File: src/rtl/contador_descendente_pkg.sv
// Shared definitions for contador_descendente.
// Holds the controller state type and the default counter width.
package contador_descendente_pkg;

  localparam int unsigned BITS_DEFAULT = 8;

  typedef enum logic {
    IDLE = 1'b0,
    RUN  = 1'b1
  } state_t;

endpackage

File: src/rtl/contador_descendente.sv
// contador_descendente: programmable down-counter / timer.
// Loads a start value, decrements once per enabled clock and pulses Tc for
// one clock at terminal count. One-shot (stop at 0) or periodic (auto-reload).
// All registers update on the falling edge of NEclk.
// Ports:
//   NEclk      in   clock, falling-edge active
//   Nreset     in   asynchronous active-low reset
//   Enable     in   count enable, low holds the count
//   Load       in   load LoadValue and start
//   LoadValue  in   start/reload value (unsigned, BITS wide)
//   Periodic   in   1 = auto-reload at terminal count, 0 = one-shot
//   Stop       in   synchronous abort to IDLE (beats Load)
//   count      out  current count
//   Busy       out  high while running
//   Tc         out  one-clock terminal-count pulse
module contador_descendente
  import contador_descendente_pkg::*;
#(
  parameter int unsigned BITS = BITS_DEFAULT
) (
  input  logic            NEclk,
  input  logic            Nreset,
  input  logic            Enable,
  input  logic            Load,
  input  logic [BITS-1:0] LoadValue,
  input  logic            Periodic,
  input  logic            Stop,
  output logic [BITS-1:0] count,
  output logic            Busy,
  output logic            Tc
);

  state_t          state, state_n;
  logic [BITS-1:0] reload, reload_n;
  logic [BITS-1:0] count_n;
  logic            tc_n;

  // Next-state and datapath; priority Stop > Load > counting.
  always_comb begin
    state_n  = state;
    reload_n = reload;
    count_n  = count;
    tc_n     = 1'b0;
    if (Stop) begin
      state_n = IDLE;
    end else if (Load) begin
      reload_n = LoadValue;
      count_n  = LoadValue;
      state_n  = (LoadValue != '0) ? RUN : IDLE;
    end else if (state == RUN && Enable) begin
      if (count > BITS'(1)) begin
        count_n = count - BITS'(1);
      end else begin
        // RUN is only entered with a non-zero value, so this is count==1.
        tc_n = 1'b1;
        if (Periodic) begin
          count_n = reload;
        end else begin
          count_n = '0;
          state_n = IDLE;
        end
      end
    end
  end

  // Busy is decoded from the next state so it changes on the same edge as state.
  always_ff @(negedge NEclk or negedge Nreset) begin
    if (!Nreset) begin
      state  <= IDLE;
      reload <= '0;
      count  <= '0;
      Tc     <= 1'b0;
      Busy   <= 1'b0;
    end else begin
      state  <= state_n;
      reload <= reload_n;
      count  <= count_n;
      Tc     <= tc_n;
      Busy   <= (state_n == RUN);
    end
  end

endmodule

File: config.mk
export PLATFORM = sky130hd
export DESIGN_NAME = contador_descendente
export DESIGN_NICKNAME = d
export VERILOG_FILES = /design/src/rtl/contador_descendente_pkg.sv /design/src/rtl/contador_descendente.sv
export SDC_FILE = /design/constraint.sdc
export NUM_CORES = 1
export LEC_CHECK = 0
export ABC_AREA = 1
export ABC_CLOCK_PERIOD_IN_PS = 1500
export CORE_MARGIN = 8
export CORE_UTILIZATION = 35
export DETAILED_ROUTE_END_ITERATION = 7
export PLACE_DENSITY = 0.54
export SETUP_SLACK_MARGIN = 0.1
export SLEW_MARGIN = 40
export SYNTH_ARGS = -nofsm -noshare
export SYNTH_HDL_FRONTEND = slang
export SYNTH_SLANG_ARGS = --single-unit
File: constraint.sdc
create_clock -name NEclk -period 1.5 [get_ports NEclk]
set_input_delay 0.375 -clock NEclk [delete_from_list [all_inputs] [get_ports NEclk]]
set_output_delay 0.375 -clock NEclk [all_outputs]
set_load 0.02 [all_outputs]
==> impl_metrics.json <==
{
  "synth_compound_area_share_pct": 10.4,
  "area_delta_synth_final_pct": 98.1,
  "yosys.area_share.adder_pct": 2.14,
  "final_common_cell": "nand2_1",
  "insertion_delay_ns": 0.31,
  "synth.distinct_cells": 24,
  "hold_start": "reload[2]",
  "synth_simple_gate_area_share_pct": 36.8,
  "tritoncts": "yes",
  "synth_cells": 164,
  "dp.cells": 258,
  "finalPower_w": 0.00220,
  "grt_max_degree": 19,
  "syn_area_mm2": 0.00117,
  "synthFlopType": "dfrtn_1",
  "final_area_mm2": 0.00231,
  "dpl_cell_area_mm2": 0.00166,
  "clk_pin_slew_worst_paths_ns": 0.07,
  "multiInputGateArea_um2": 901,
  "synth_xor_xnor_area_share_pct": 1.50,
  "crit_arrival_ns": 1.63,
  "path_delay_family": "flip-flops",
  "status": "complete, but fails checks",
  "worstPathRequired_ns": 1.12,
  "synth_top_family_by_area": "simple AND/OR/NAND/NOR gates",
  "cp_num_buf_inv": 1,
  "whs_endpoint": "reload[2]",
  "ys_ff_latch": 18,
  "gr-total-overflow": 0,
  "worstMarginPinSlew_ns": 0.244,
  "die_w_um": 73.8,
  "reg2reg_from": "count[0]",
  "vias_per_cell": 4.75,
  "final_cells": 285,
  "maxCapViolations": 0,
  "root_buffer": "clkbuf_4",
  "cts.hold.buffers_added": 0,
  "fin_util_pct": 70.5,
  "dr_total_vias": 1354,
  "boundaryPins": 24,
  "p_per_area_mw_per_mm2": 950,
  "slew_viol_final": 0,
  "fin_skew_ns": 0.00732,
  "hp-class": "reg -> reg",
  "finalWorstSetupSlack_ns": -0.504,
  "firstDrtPassIters": 4,
  "antenna_found_initial": 0,
  "critPathCaptureType": "output port",
  "globalRouteTotalUtil_pct": 13.9,
  "violations": "negative setup slack",
  "cts.sinks": 18,
  "rsz0062_at_grt": "true",
  "path_class": "reg -> out",
  "ant_nets": 0,
  "ys_seq_area_share_pct": 38.5,
  "cp-start-kind": "flip-flop",
  "cts_made_buffers": 3,
  "register_area_um2": 450,
  "fp-row-count": 21,
  "hold_depth": 2,
  "diodes": 0,
  "grt_pass1_wl_um": 6030,
  "slew_headroom_pct": 83.7,
  "wire_per_inst_um": 14.2,
  "gp_congestion": 0.808,
  "path_max_fanout": 2,
  "r2r_slack_ns": -0.07,
  "port_buffers": 23,
  "leakage_nw": 1.11,
  "avgSynthCellArea_um2": 7.13,
  "drive_above_1_share_pct": 65.7,
  "async_reset_ff_share_pct": 100,
  "synth_warnings": 0,
  "setup_viol": 27,
  "cp_slowest_cell": "dfrtn_1",
  "clock_path_buffers": 2,
  "coreArea_mm2": 0.00328,
  "drc": 0,
  "reg2reg_to": "count[2]",
  "htree_levels": 1,
  "fill_cells": 247,
  "fin_nets": 256,
  "slowest_delay_ns": 0.45,
  "hold_viol_final": 0,
  "grt_pass1_vias": 1294,
  "synthMuxAreaShare_pct": 0,
  "path_cells": "buf_6",
  "synth_edf_count": 0,
  "ir_drop_v": 0.000604,
  "drt-initial-drc-count": 49,
  "drt-total-wl_um": 4050,
  "synth_fp_nets": 180,
  "die_y_um": 73.8,
  "dieArea_mm2": 0.00544,
  "layout_common_cells": "nand2_1 (38), buf_6 (34), buf_4 (22)",
  "dp_hpwl_um": 2500,
  "r2r_cells": 11,
  "start_util_pct": 35.6
}
state kept, by name, indices dropped and copies added (netlist names):
register,flops
state,1
Tc,1
count,8
reload,8
cell families (layout without fill, tap and decap cells):
kind of cell,count (synthesis),count (layout)
xor+xnor,2,2
compound gates,22,22
buf+inv,27,100
flops,18,18
simple gates,93,95
fa+ha+maj,2,2
power by group:
group / leakage [nW] / internal (W) / switching (W) / total [W]
Sequential: 0.223 / 0.000569 / 0.0000652 / 0.000634
Clock: 0.0210 / 0.000148 / 0.000171 / 0.000319
Combinational: 0.870 / 0.000601 / 0.000644 / 0.00125
Total: 1.11 / 0.00132 / 0.000880 / 0.00220
per-stage QoR:
step	TNS (ns)	hold slack [ns]	setup slack [ns]
final	-6.72	0.474	-0.504
after global routing	-7.55	0.498	-0.540
after CTS	-6.75	0.442	-0.492
after detailed placement	-23.63	0.439	-0.961
after global placement	-22.93	0.432	-0.975
after floorplan	-7.26	0.419	-0.344
final cells by class:
class                      count  area share (%)
timing repair inverter         2            1.19
sequential                    18            19.5
inverter                      23            5.46
multi-input combinational    121            38.9
tap                           46            2.49
timing repair buffer          71            30.9
clock buffer                   4            1.57
how the worst max path moves through the flow:
stage          startpoint   endpoint  cells past startpoint
2_1_floorplan        Load  reload[7]                      7
3_3_place_gp         Stop   count[3]                      6
3_5_place_dp         Stop   count[3]                      6
4_1_cts             state       Busy                      1
5_1_grt          count[7]   count[7]                      1
6_report         count[0]   count[0]                      1
synthesized netlist by cell type, types with 3 or more instances:
library cell	instances	area, um2
a21oi_1	5	25.0
a21oi_2	3	26.3
dfrtn_1	18	450
inv_1	17	63.8
inv_2	5	18.8
nand2_1	53	199
nand3_1	15	75.1
nor2_1	10	37.5
nor2_2	5	31.3
nor2_4	3	33.8
o21ai_1	13	65.1
repair_timing:
item	4_1_cts	5_1_grt
gates cloned	3	1
setup endpoints to repair	28	28
resized for setup	154	72
buffers inserted	13	11
pin swaps	29	30
hold endpoints to repair	0	0
routing by layer:
| metal | track usage [%] | up-vias | share of wire, % |
|---|---|---|---|
| met5 | 0 | - | 0 |
| met4 | 3.99 | 0 | 0.84 |
| met3 | 2.05 | 5 | 4.1 |
| met2 | 25.1 | 24 | 54 |
| met1 | 16.4 | 649 | 41 |
| li1 | - | 676 | - |
No activity file was read; power rests on OpenSTA's default activity.
